`config.mk`:
```
export PLATFORM = sky130hd
export DESIGN_NAME = div_unit
export DESIGN_NICKNAME = d
export VERILOG_FILES = /design/src/rtl/div_unit.sv
export SDC_FILE = /design/constraint.sdc
export NUM_CORES = 1
export LEC_CHECK = 0
export CORE_MARGIN = 4
export CORE_UTILIZATION = 35
export DETAILED_ROUTE_END_ITERATION = 10
export HOLD_SLACK_MARGIN = 0.05
export SLEW_MARGIN = 25
export SYNTH_ARGS = -nofsm -noshare
export SYNTH_HDL_FRONTEND = slang
export SYNTH_SLANG_ARGS = --single-unit
```
`constraint.sdc`:
```
create_clock -name clk_i -period 9 [get_ports clk_i]
set_input_delay 1.8 -clock clk_i [delete_from_list [all_inputs] [get_ports clk_i]]
set_output_delay 1.8 -clock clk_i [all_outputs]
set_load 0.02 [all_outputs]
```
`src/rtl/div_unit.sv`:
```
// Iterative radix-2 restoring divider with RISC-V DIV/REM semantics.
// Fast paths for zero divisor, signed overflow and small dividends; kill flushes any operation.
module div_unit #(
    parameter int unsigned WIDTH = 32
) (
    input  logic             clk_i,
    input  logic             rst_i,
    input  logic             start_i,
    input  logic             kill_i,
    input  logic             is_signed_i,
    input  logic [WIDTH-1:0] dividend_i,
    input  logic [WIDTH-1:0] divisor_i,
    output logic             ready_o,
    output logic             valid_o,
    output logic             error_o,
    output logic [WIDTH-1:0] quotient_o,
    output logic [WIDTH-1:0] remainder_o
);

    localparam int unsigned SW = 2 * WIDTH - 1;
    localparam logic [WIDTH-1:0] MIN_VAL = {1'b1, {(WIDTH - 1){1'b0}}};

    typedef enum logic [2:0] {
        IDLE,
        DIVIDE,
        FIXUP,
        DONE,
        DONE_ERR
    } state_t;

    state_t           state_q;
    logic             ready_q, valid_q, error_q;
    logic             neg_q_q, neg_r_q;
    logic [WIDTH-1:0] quot_q, remo_q;
    logic [WIDTH-1:0] rem_q, q_q, bit_q;
    logic [SW-1:0]    sd_q;

    logic             dvd_neg_c, dvs_neg_c, ovf_c, ge_c;
    logic [WIDTH-1:0] dvd_mag_c, dvs_mag_c, rem_sub_c;

    // Operand magnitudes and the per-cycle trial subtraction
    always_comb begin
        dvd_neg_c = is_signed_i & dividend_i[WIDTH-1];
        dvs_neg_c = is_signed_i & divisor_i[WIDTH-1];
        dvd_mag_c = dvd_neg_c ? WIDTH'(-dividend_i) : dividend_i;
        dvs_mag_c = dvs_neg_c ? WIDTH'(-divisor_i) : divisor_i;
        ovf_c     = is_signed_i && (dividend_i == MIN_VAL) && (divisor_i == '1);
        ge_c      = SW'(rem_q) >= sd_q;
        // Only used when ge_c holds, which implies the upper sd bits are zero
        rem_sub_c = rem_q - sd_q[WIDTH-1:0];
    end

    always_ff @(posedge clk_i or posedge rst_i) begin
        if (rst_i) begin
            state_q <= IDLE;
            ready_q <= 1'b1;
            valid_q <= 1'b0;
            error_q <= 1'b0;
            neg_q_q <= 1'b0;
            neg_r_q <= 1'b0;
            quot_q  <= '0;
            remo_q  <= '0;
            rem_q   <= '0;
            q_q     <= '0;
            bit_q   <= '0;
            sd_q    <= '0;
        end else begin
            valid_q <= 1'b0;
            error_q <= 1'b0;
            if (kill_i) begin
                state_q <= IDLE;
                ready_q <= 1'b1;
            end else begin
                case (state_q)
                    IDLE: begin
                        if (start_i) begin
                            neg_q_q <= dvd_neg_c ^ dvs_neg_c;
                            neg_r_q <= dvd_neg_c;
                            ready_q <= 1'b0;
                            if (divisor_i == '0) begin
                                state_q <= DONE_ERR;
                                valid_q <= 1'b1;
                                error_q <= 1'b1;
                                quot_q  <= '1;
                                remo_q  <= dividend_i;
                            end else if (ovf_c) begin
                                state_q <= DONE;
                                valid_q <= 1'b1;
                                quot_q  <= MIN_VAL;
                                remo_q  <= '0;
                            end else if (dvs_mag_c > dvd_mag_c) begin
                                state_q <= DONE;
                                valid_q <= 1'b1;
                                quot_q  <= '0;
                                remo_q  <= dividend_i;
                            end else begin
                                state_q <= DIVIDE;
                                rem_q   <= dvd_mag_c;
                                q_q     <= '0;
                                sd_q    <= SW'(dvs_mag_c) << (WIDTH - 1);
                                bit_q   <= MIN_VAL;
                            end
                        end
                    end
                    DIVIDE: begin
                        if (ge_c) begin
                            rem_q <= rem_sub_c;
                            q_q   <= q_q | bit_q;
                        end
                        sd_q  <= sd_q >> 1;
                        bit_q <= bit_q >> 1;
                        if (bit_q[0]) begin
                            state_q <= FIXUP;
                        end
                    end
                    FIXUP: begin
                        quot_q  <= neg_q_q ? WIDTH'(-q_q) : q_q;
                        remo_q  <= neg_r_q ? WIDTH'(-rem_q) : rem_q;
                        state_q <= DONE;
                        valid_q <= 1'b1;
                    end
                    DONE, DONE_ERR: begin
                        state_q <= IDLE;
                        ready_q <= 1'b1;
                    end
                    default: begin
                        state_q <= IDLE;
                        ready_q <= 1'b1;
                    end
                endcase
            end
        end
    end

    assign ready_o     = ready_q;
    assign valid_o     = valid_q;
    assign error_o     = error_q;
    assign quotient_o  = quot_q;
    assign remainder_o = remo_q;

endmodule

```
Yosys cells after proc, flatten, opt, wreduce, memory -nomap -nowiden
Cells that the tools add are included.
{"block": "word_totals", "ff_bits": 231}
{"block": "classes", "addsub": 5, "n_lt_le_gt_ge": 2, "n_eq_ne": 13, "n_mux": 56, "bitwise_logic": 5, "n_reduce_logical": 13}
{"cell": "two-way mux 32 bit", "n": 26}
{"cell": "one-hot mux 32 bit (2 select lines)", "n": 5}
{"cell": "two-way mux 63 bit", "n": 4}
{"cell": "negation 32 bit", "n": 4}
{"cell": "one-hot mux 63 bit (2 select lines)", "n": 1}
{"cell": "equality test 32 bit, second input constant", "n": 2}
{"cell": "greater-or-equal comparator 32 x 63 -> 1 bit", "n": 1}
{"cell": "> comparator 32 bit", "n": 1}
{"cell": "zero test 32 bit", "n": 1}
{"cell": "bitwise OR 32 bit", "n": 1}
{"cell": "subtractor 32 bit", "n": 1}
{"cell": "two-way mux 3 bit", "n": 4}
{"cell": "two-way mux 1 bit", "n": 11}
{"cell": "!= test 2 bit, second input constant", "n": 5}
{"cell": "one-hot mux 3 bit (3 select lines)", "n": 1}
{"cell": "AND reduction 7 bit", "n": 1}
{"cell": "!= test 3 bit, second input constant", "n": 2}
{"cell": "AND reduction 6 bit", "n": 1}
{"cell": "two-way mux 2 bit", "n": 2}
{"cell": "!= test 4 bit, second input constant", "n": 1}
{"cell": "one-hot mux 1 bit (2 select lines)", "n": 2}
{"cell": "AND reduction 2 bit", "n": 2}
{"cell": "AND reduction 4 bit", "n": 1}
{"cell": "nonzero test 2 bit", "n": 2}
{"cell": "10 further kinds", "n": 12}

Depth between registers and ports, before layout
Gate-level depths: netlist of run 1.
{"block": "logic_depth", "word_depth": 9, "depth_mapped": 19}

Least setup slack after synthesis of run 1
OpenSTA, ideal clock, no wires.
{"block": "synth_timing", "path_type": "input port to flip-flop", "from": "input dividend_i[21]", "to": "register rem_q[10]", "setup_time_ns": 0.125, "arrival_ns": 5.774, "required_ns": 8.875, "path_slack_ns": 3.101, "cell_stages": 16, "n_path_buf": 2, "cell_sequence": "or4_4 > or4_4 > or4_4 > o41ai_1 > nand2_1 > ha_1 > nand4_1 > nor4_1 > nand2_1 > a22oi_1 > nand3_2 > o22ai_2 > o211a_1 > buf_2 > buf_6 > mux2_4"}
{"block": "synth_via", "elab_chain_len": 5, "word_cells_on_any_way": 9, "cone_classes": "add/sub: 1; order compare: 1; eq/ne: 3; mux: 1; reduce/logical: 3"}
{"item": "start, declared", "line": "11", "rtl": "input logic [WIDTH-1:0] dividend_i,"}
{"item": "negation 32 bit or equality test 32 bit (tied branches)", "line": "45, 47"}
{"item": "two-way mux 32 bit or logical AND 1 bit (tied branches)", "line": "45, 47"}
{"item": "> comparator 32 bit or logical AND 1 bit (tied branches)", "line": "91, 47"}
{"item": "!= test 2 bit (no line)"}
{"item": "AND reduction 7 bit (no line) (*)"}
{"item": "end signal, assigned", "line": "98", "rtl": "rem_q <= dvd_mag_c;"}
{"item": "end signal, assigned", "line": "107", "rtl": "rem_q <= rem_sub_c;"}
{"item": "end, declared", "line": "35", "rtl": "logic [WIDTH-1:0] rem_q, q_q, bit_q;"}
Every way passes the cells marked *; elsewhere a longest branch is shown, timed or not.
A chain may end at the register's enable or synchronous reset.

Final worst setup path of run 1
{"block": "layout_timing", "from": "input dividend_i[7]", "to": "register q_q[6]"}
{"block": "layout_via", "elab_chain_len": 5, "word_cells_on_any_way": 9, "cone_classes": "add/sub: 1; order compare: 1; eq/ne: 3; mux: 1; reduce/logical: 3"}
{"item": "negation 32 bit or equality test 32 bit (tied branches)", "line": "45, 47"}
{"item": "two-way mux 32 bit or logical AND 1 bit (tied branches)", "line": "45, 47"}
{"item": "> comparator 32 bit or logical AND 1 bit (tied branches)", "line": "91, 47"}
{"item": "!= test 2 bit (no line)"}
{"item": "AND reduction 7 bit (no line) (*)"}
{"item": "end signal, assigned", "line": "108", "rtl": "q_q <= q_q | bit_q;"}
{"item": "end, declared", "line": "35"}
Marked as above.

==> run_summary.xml, run 1 <==
<?xml version="1.0" encoding="UTF-8"?>
<metrics>
  <group name="setup_path">
    <metric name="worst_setup_path_startpoint" unit="">dividend_i[7]</metric>
    <metric name="timing.critical_path.from_type" unit="">input port</metric>
    <metric name="worstPathArrival" unit="ns">7.60</metric>
    <metric name="terminus_of_the_critical_flop_to_flop_path" unit="">rem_q[28]$_DFFE_PP0P_</metric>
    <metric name="timing.critical_path.fanout_max" unit="">96</metric>
    <metric name="timing.rr.start" unit="">rem_q[26]$_DFFE_PP0P_</metric>
    <metric name="setup_slack_of_the_most_critical_reg_to_reg_path" unit="ns">5.08</metric>
    <metric name="r2r_cells" unit="">10</metric>
    <metric name="critical_path.endpoint" unit="">q_q[6]$_DFFE_PP0P_</metric>
    <metric name="crit_required" unit="ns">9.47</metric>
    <metric name="worstSetupEndpointType" unit="">register</metric>
    <metric name="critPathKind" unit="">in2reg</metric>
  </group>
  <group name="global_routing">
    <metric name="vias_in_the_first_global_route" unit="">12800</metric>
    <metric name="number_of_antenna_violations_at_the_first_check_in_global_routing" unit="">1</metric>
    <metric name="maximum_number_of_pins_on_one_net_before_global_route_repair" unit="">99</metric>
    <metric name="track_usage" unit="">0.190</metric>
    <metric name="grt_first_pass_wirelength" unit="um">72700</metric>
    <metric name="grt_overflow_total" unit="">0</metric>
  </group>
  <group name="clock_network">
    <metric name="clk_transition_reported_paths" unit="ns">0.06</metric>
    <metric name="tritoncts_num_sinks" unit="">231</metric>
    <metric name="number_of_clock_buffers_inserted_by_tritoncts" unit="">26</metric>
    <metric name="post_cts_buffers" unit="">0</metric>
    <metric name="clk-insertion-delay-late" unit="ns">0.56</metric>
    <metric name="cts_tree" unit="">built</metric>
    <metric name="cts_buffer_depth" unit="">3</metric>
    <metric name="cts-htree-levels" unit="">1</metric>
    <metric name="cts.root.buffer_cell" unit="">clkbuf_16</metric>
    <metric name="post_cts_resized" unit="">0</metric>
    <metric name="post_cts_hold_buffer_count" unit="">0</metric>
  </group>
  <group name="sta">
    <metric name="final.setup.tns" unit="ns">0</metric>
    <metric name="finalHoldViolations" unit="">0</metric>
    <metric name="max-slew-margin-rel" unit="">0.346</metric>
    <metric name="count_of_final_setup_violators" unit="">0</metric>
    <metric name="skew" unit="ns">0.0227</metric>
    <metric name="whs" unit="ns">0.472</metric>
    <metric name="fin_crit_sh" unit="">0.792</metric>
    <metric name="timing.final.crit_period" unit="ns">7.12</metric>
    <metric name="tightest_slew" unit="ns">0.973</metric>
    <metric name="rsz0062_at_grt" unit="">false</metric>
    <metric name="finalMaxSlewViolations" unit="">0</metric>
    <metric name="achievable-frequency" unit="MHz">140</metric>
  </group>
  <group name="run">
    <metric name="number_of_max_cap_violations" unit="">0</metric>
  </group>
  <group name="die">
    <metric name="core" unit="sq um">43100</metric>
    <metric name="die-area" unit="sq um">47100</metric>
    <metric name="boundaryPins" unit="">136</metric>
    <metric name="placementRows" unit="">76</metric>
    <metric name="fp.dieW" unit="um">217</metric>
    <metric name="dieHeight" unit="um">217</metric>
    <metric name="start_util" unit="">0.355</metric>
  </group>
  <group name="logic_synthesis">
    <metric name="synthesis.area_per_instance" unit="sq um">9.14</metric>
    <metric name="synthTopCellsByArea" unit="">dfrtp_1 38%, ha_1 5.6%, a21oi_1 4.1%</metric>
    <metric name="synthDominantAreaCellType" unit="">dfrtp_1</metric>
    <metric name="synth_seq_cells" unit="">231</metric>
    <metric name="count_of_mapped_cells_out_of_synthesis" unit="">1672</metric>
    <metric name="synth_flop_cell" unit="">dfrtp_1</metric>
    <metric name="ys_seq_area_frac" unit="">0.378</metric>
    <metric name="synth.lib_cells_used.distinct" unit="">72</metric>
    <metric name="number_of_enable_flip_flop_cells_after_synthesis" unit="">0</metric>
    <metric name="postSynth.asyncResetShare" unit="">1.00</metric>
    <metric name="yosysWarningCount" unit="">0</metric>
    <metric name="post_synth_instance_area" unit="sq um">15300</metric>
    <metric name="mappedNetlistNets" unit="">1811</metric>
    <metric name="synth_top_cell_area_share" unit="">0.377</metric>
  </group>
  <group name="outcome">
    <metric name="run_status" unit="">completed</metric>
  </group>
  <group name="power_and_ir_drop">
    <metric name="power.ir.vdd_worst" unit="V">0.000170</metric>
    <metric name="combinational_share_of_power" unit="">0.472</metric>
    <metric name="total_leakage_power" unit="nW">7.40</metric>
    <metric name="switching_share" unit="">0.407</metric>
    <metric name="cellPowerDensity" unit="nW/um^2">289</metric>
    <metric name="power.net_switching" unit="mW">2.12</metric>
    <metric name="power.share.sequential" unit="">0.312</metric>
    <metric name="internal_power" unit="mW">3.09</metric>
    <metric name="clock_power_share" unit="">0.216</metric>
  </group>
  <group name="final_layout">
    <metric name="final-seq-area" unit="sq um">5780</metric>
    <metric name="layout.filler_cells" unit="">4267</metric>
    <metric name="finish.net_count" unit="">1905</metric>
    <metric name="area_growth_syn_to_layout" unit="%">17.7</metric>
    <metric name="fraction_of_layout_instances_using_a_drive_strength_above_1" unit="">0.0846</metric>
    <metric name="area_taken_by_multi_input_logic_gates" unit="sq um">8730</metric>
    <metric name="layout.cells.most_common" unit="">dfrtp_1</metric>
    <metric name="utilization" unit="">0.417</metric>
    <metric name="antenna_cells" unit="">0</metric>
    <metric name="most-common-layout-cells" unit="">230 x dfrtp_1, 138 x nand2_1, 135 x clkdlybuf4s50_1</metric>
  </group>
  <group name="min_path">
    <metric name="timing.hold.worst.start" unit="">sd_q[21]$_DFFE_PP0P_</metric>
    <metric name="hold_path_class" unit="">reg2reg</metric>
  </group>
  <group name="route">
    <metric name="initialDrtViolationCount" unit="">896</metric>
    <metric name="route.detailed.vias_per_inst" unit="">5.49</metric>
    <metric name="drt_pre_antenna_iters" unit="">5</metric>
    <metric name="post_drt_wl_per_cell" unit="um">19.1</metric>
    <metric name="post_route_drc" unit="">0</metric>
    <metric name="finalWirelength" unit="um">45400</metric>
    <metric name="antenna_violating_nets_post_route" unit="">0</metric>
    <metric name="via_count" unit="">13000</metric>
  </group>
  <group name="placement">
    <metric name="gpl.final_weighted_congestion" unit="">0.905</metric>
    <metric name="place.detailed.hpwl" unit="um">33900</metric>
    <metric name="port_buffers" unit="">135</metric>
  </group>
</metrics>
-- area by class of cell --
| class | instances | area share |
|---|---|---|
| Clock buffer | 32 | 0.0402 |
| Inverter | 90 | 0.0192 |
| Timing Repair Buffer | 152 | 0.0825 |
| Multi-Input combinational cell | 1265 | 0.486 |
| Tap cell | 585 | 0.0407 |
| Clock inverter | 15 | 0.0102 |
| Sequential cell | 231 | 0.322 |
-- worst min-delay path by stage --
stage | end | slack [ns] | depth (start not counted)
5_1_grt | sd_q[20]$_DFFE_PP0P_ | 0.50 | 2
3_3_place_gp | sd_q[8]$_DFFE_PP0P_ | 0.46 | 2
4_1_cts | sd_q[20]$_DFFE_PP0P_ | 0.47 | 2
6_report | sd_q[20]$_DFFE_PP0P_ | 0.47 | 2
3_5_place_dp | sd_q[8]$_DFFE_PP0P_ | 0.47 | 2
2_1_floorplan | sd_q[10]$_DFFE_PP0P_ | 0.45 | 2
-- stage by stage --
| step | instance area (sq um) | instances | setup WS (ns) | total power [mW] |
|---|---|---|---|---|
| 2_1_floorplan | 15300 | 1672 | 0.869 | 3.24 |
| 3_3_place_gp | 17100 | 2323 | 1.58 | 4.04 |
| 3_5_place_dp | 17100 | 2323 | 1.47 | 4.07 |
| 4_1_cts | 18000 | 2370 | 2.04 | 5.23 |
| 5_1_grt | 18000 | 2370 | 1.40 | 5.54 |
| 6_report | 18000 | 2370 | 1.88 | 5.21 |
-- synth_stat cells, drive strengths merged, types with 31 or more instances --
library cell  number
mux2              58
xor2              70
nor2             136
ha                69
o21ai            106
a21oi            126
o22a              33
inv               90
clkbuf            55
dfrtp            230
xnor2             67
o22ai             37
nand2            139
a22o              31
mux2i             53
o31ai             32
-- power groups by stage --
stage	sequential (mW)	combinational, mW	clock (mW)
final	1.63	2.46	1.12
after global routing	1.67	2.68	1.19
after CTS	1.63	2.45	1.15
after detailed placement	1.64	2.43	0
after global placement	1.63	2.41	0
after floorplan	1.73	1.51	0
-- kinds of logic after synthesis --
family	share of synthesized area
adder cells (fa/ha/maj)	0.0578
multiplexers	0.0829
buffers and inverters	0.0526
AND/OR/NAND/NOR	0.152
AO/OA/AOI/OAI	0.198
flip-flops	0.378
XOR/XNOR	0.0785
-- layer usage --
| metal | routed length [um] | up-vias | track usage |
|---|---|---|---|
| li1 | - | 6243 | - |
| met1 | 20900 | 6353 | 0.270 |
| met2 | 20600 | 352 | 0.303 |
| met3 | 2570 | 73 | 0.0299 |
| met4 | 1270 | 0 | 0.0505 |
| met5 | 0 | - | 0 |
-- sequential cells by signal, indices dropped and copies added, names as in the netlist --
register and cells:
remainder_o 32, neg_r_q 1, sd_q 63, bit_q 32, error_o 1, rem_q 32
ready_o 1, quotient_o 32, valid_o 1, state_q 3, neg_q_q 1, q_q 32
-- critical path: stages --
cell,delay (ns)
clkdlybuf4s50_1,0.49
nor4_1,0.75
nand4_1,0.39
or2_2,0.43
o41ai_1,0.54
xor2_1,0.23
ha_1,0.34
nand4_1,0.12
nor4_1,0.36
nand2_1,0.10
a22oi_1,0.23
nand3_2,0.19
o22ai_4,0.14
buf_4,0.74
o211ai_1,0.19
buf_4,0.31
a21oi_1,0.21
Note: power is estimated with default switching activity, not from simulation.
==> run 2: changes to the inputs <==
==> constraint.sdc (replaced) <==
create_clock -name clk_i -period 6.3 [get_ports clk_i]
set_input_delay 1.26 -clock clk_i [delete_from_list [all_inputs] [get_ports clk_i]]
set_output_delay 1.26 -clock clk_i [all_outputs]
set_load 0.02 [all_outputs]
==> run_summary.xml, run 2 (synthesis gave the netlist of run 1 again) <==
<?xml version="1.0" encoding="UTF-8"?>
<metrics>
  <group name="final_layout">
    <metric name="most-common-layout-cells" unit="">230 x dfrtp_1, 138 x nand2_1, 135 x clkdlybuf4s50_1</metric>
    <metric name="largest_reg_flops" unit="">63</metric>
    <metric name="area_growth_syn_to_layout" unit="%">20.4</metric>
    <metric name="layout.filler_cells" unit="">4219</metric>
    <metric name="max_flop_register" unit="">sd_q</metric>
    <metric name="area_taken_by_multi_input_logic_gates" unit="sq um">8730</metric>
    <metric name="final-seq-area" unit="sq um">5780</metric>
    <metric name="fraction_of_layout_instances_using_a_drive_strength_above_1" unit="">0.103</metric>
    <metric name="finish.net_count" unit="">1944</metric>
    <metric name="antenna_cells" unit="">0</metric>
    <metric name="layout.cells.most_common" unit="">dfrtp_1</metric>
  </group>
  <group name="global_routing">
    <metric name="grt_first_pass_wirelength" unit="um">74000</metric>
    <metric name="grt_overflow_total" unit="">0</metric>
    <metric name="maximum_number_of_pins_on_one_net_before_global_route_repair" unit="">123</metric>
    <metric name="number_of_antenna_violations_at_the_first_check_in_global_routing" unit="">0</metric>
    <metric name="vias_in_the_first_global_route" unit="">12900</metric>
    <metric name="track_usage" unit="">0.194</metric>
  </group>
  <group name="min_path">
    <metric name="hold-path-endpoint" unit="">sd_q[25]$_DFFE_PP0P_</metric>
    <metric name="timing.hold.worst.start" unit="">sd_q[26]$_DFFE_PP0P_</metric>
    <metric name="worstHoldPathCells" unit="">2</metric>
    <metric name="hold_path_class" unit="">reg2reg</metric>
  </group>
  <group name="clock_network">
    <metric name="tritoncts_num_sinks" unit="">231</metric>
    <metric name="number_of_clock_buffers_inserted_by_tritoncts" unit="">27</metric>
    <metric name="post_cts_buffers" unit="">0</metric>
    <metric name="clk-insertion-delay-late" unit="ns">0.57</metric>
    <metric name="post_cts_hold_buffer_count" unit="">0</metric>
    <metric name="cts_tree" unit="">built</metric>
    <metric name="cts_buffer_depth" unit="">3</metric>
    <metric name="post_cts_resized" unit="">0</metric>
    <metric name="cts.root.buffer_cell" unit="">clkbuf_16</metric>
    <metric name="cts-htree-levels" unit="">1</metric>
    <metric name="clk_transition_reported_paths" unit="ns">0.06</metric>
  </group>
  <group name="sta">
    <metric name="fin_crit_sh" unit="">0.893</metric>
    <metric name="final.setup.tns" unit="ns">0</metric>
    <metric name="finalHoldViolations" unit="">0</metric>
    <metric name="count_of_final_setup_violators" unit="">0</metric>
    <metric name="max-slew-margin-rel" unit="">0.343</metric>
    <metric name="tightest_slew" unit="ns">0.977</metric>
    <metric name="timing.final.crit_period" unit="ns">5.62</metric>
    <metric name="finalMaxSlewViolations" unit="">0</metric>
    <metric name="fin_ws" unit="ns">0.676</metric>
    <metric name="rsz0062_at_grt" unit="">false</metric>
    <metric name="achievable-frequency" unit="MHz">178</metric>
    <metric name="whs" unit="ns">0.477</metric>
    <metric name="skew" unit="ns">0.0164</metric>
  </group>
  <group name="route">
    <metric name="drt_pre_antenna_iters" unit="">5</metric>
    <metric name="antenna_violating_nets_post_route" unit="">0</metric>
    <metric name="initialDrtViolationCount" unit="">890</metric>
    <metric name="finalWirelength" unit="um">46500</metric>
    <metric name="route.detailed.vias_per_inst" unit="">5.47</metric>
    <metric name="via_count" unit="">13200</metric>
    <metric name="post_drt_wl_per_cell" unit="um">19.3</metric>
    <metric name="post_route_drc" unit="">0</metric>
  </group>
  <group name="placement">
    <metric name="place.detailed.hpwl" unit="um">35000</metric>
    <metric name="detailedPlace.worstSlack" unit="ns">0.142</metric>
    <metric name="port_buffers" unit="">135</metric>
    <metric name="gpl.final_weighted_congestion" unit="">0.917</metric>
  </group>
  <group name="setup_path">
    <metric name="timing.critical_path.fanout_max" unit="">18</metric>
    <metric name="critical_path.max_stage_delay" unit="ns">0.56</metric>
    <metric name="crit_required" unit="ns">6.75</metric>
    <metric name="terminus_of_the_critical_flop_to_flop_path" unit="">rem_q[14]$_DFFE_PP0P_</metric>
    <metric name="timing.critical_path.from_type" unit="">input port</metric>
    <metric name="critPathKind" unit="">in2reg</metric>
    <metric name="crit_path_cell_trace" unit="">clkdlybuf4s50_1, or4_1, or3_1, nor2_1, nand2_1, o41ai_1, buf_4, xor2_1, ha_1, a21oi_1, o21ai_0, a221o_1, a22oi_1, nand3_2, o22ai_4, o211a_1, buf_12, mux2_2</metric>
    <metric name="timing.critical_path.buf_inv" unit="">3</metric>
    <metric name="worst_setup_path_startpoint" unit="">dividend_i[16]</metric>
    <metric name="timing.critical_path.slowest_stage_cell" unit="">or4_1</metric>
    <metric name="r2r_cells" unit="">10</metric>
    <metric name="timing.rr.start" unit="">rem_q[4]$_DFFE_PP0P_</metric>
    <metric name="setup_slack_of_the_most_critical_reg_to_reg_path" unit="ns">2.39</metric>
    <metric name="worst_path_dominant_cell_family" unit="">compound AO/OA/AOI/OAI gates</metric>
    <metric name="worstSetupEndpointType" unit="">register</metric>
    <metric name="worstPathArrival" unit="ns">6.08</metric>
  </group>
  <group name="die">
    <metric name="dieHeight" unit="um">217</metric>
    <metric name="start_util" unit="">0.355</metric>
    <metric name="die-area" unit="sq um">47100</metric>
    <metric name="fp.dieW" unit="um">217</metric>
    <metric name="boundaryPins" unit="">136</metric>
    <metric name="core" unit="sq um">43100</metric>
    <metric name="placementRows" unit="">76</metric>
  </group>
  <group name="run">
    <metric name="number_of_max_cap_violations" unit="">0</metric>
  </group>
  <group name="power_and_ir_drop">
    <metric name="cellPowerDensity" unit="nW/um^2">411</metric>
    <metric name="total_leakage_power" unit="nW">7.64</metric>
    <metric name="power.ir.vdd_worst" unit="V">0.000251</metric>
    <metric name="post-layout-total-power" unit="mW">7.57</metric>
  </group>
  <group name="outcome">
    <metric name="run_status" unit="">completed</metric>
  </group>
</metrics>
## run 2: cell types whose count changed in the layout (fill, tap and decap cells not counted), sizes merged
cell      before  now
buf           17   55
bufinv         3    4
clkinvlp       4    5
## run 2: how the worst max path moves through the flow
stage / end / cells after the start
after floorplan: rem_q[10]$_DFFE_PP0P_ / 16
after global placement: rem_q[31]$_DFFE_PP0P_ / 16
after detailed placement: rem_q[31]$_DFFE_PP0P_ / 18
after CTS: rem_q[31]$_DFFE_PP0P_ / 18
after global routing: rem_q[31]$_DFFE_PP0P_ / 18
final: rem_q[31]$_DFFE_PP0P_ / 18
## run 2: area by class of cell
class                   instances  share of cell area
clock buffers                  32              0.0394
clock inverters                17              0.0118
inverters                      90              0.0186
multi-input cells            1265               0.474
flip-flops and latches        231               0.314
well taps                     585              0.0398
repair buffers                190               0.102
## run 2: report_power, final
group	switching, mW	leakage (nW)	internal [mW]
clock network	0.687	0.456	0.992
logic	1.98	4.27	1.59
registers	0.409	2.92	1.92
total	3.07	7.64	4.50
## run 2: worst reg2reg max path: cells and delay by family, from the launching register on
kind | cells | cell delay [ns]
AO/OA/AOI/OAI | 5 | 1.97
adder cells (fa/ha/maj) | 1 | 0.39
buffers and inverters | 1 | 0.20
flip-flops | 1 | 0.45
multiplexers | 1 | 0.31
AND/OR/NAND/NOR | 2 | 0.47
## run 2: metal layers
metal / GRT usage / vias up / wire, um
li1: - / 6335 / -
met1: 0.270 / 6410 / 21500
met2: 0.320 / 386 / 21400
met3: 0.0321 / 59 / 2570
met4: 0.0409 / 0 / 964
met5: 0 / - / 0
## run 2: stage by stage
stage,std cells,util,area [sq um]
3_3_place_gp,2361,0.405,17500
2_1_floorplan,1672,-,15300
5_1_grt,2410,0.427,18400
6_report,2410,0.427,18400
3_5_place_dp,2361,0.405,17500
4_1_cts,2410,0.427,18400
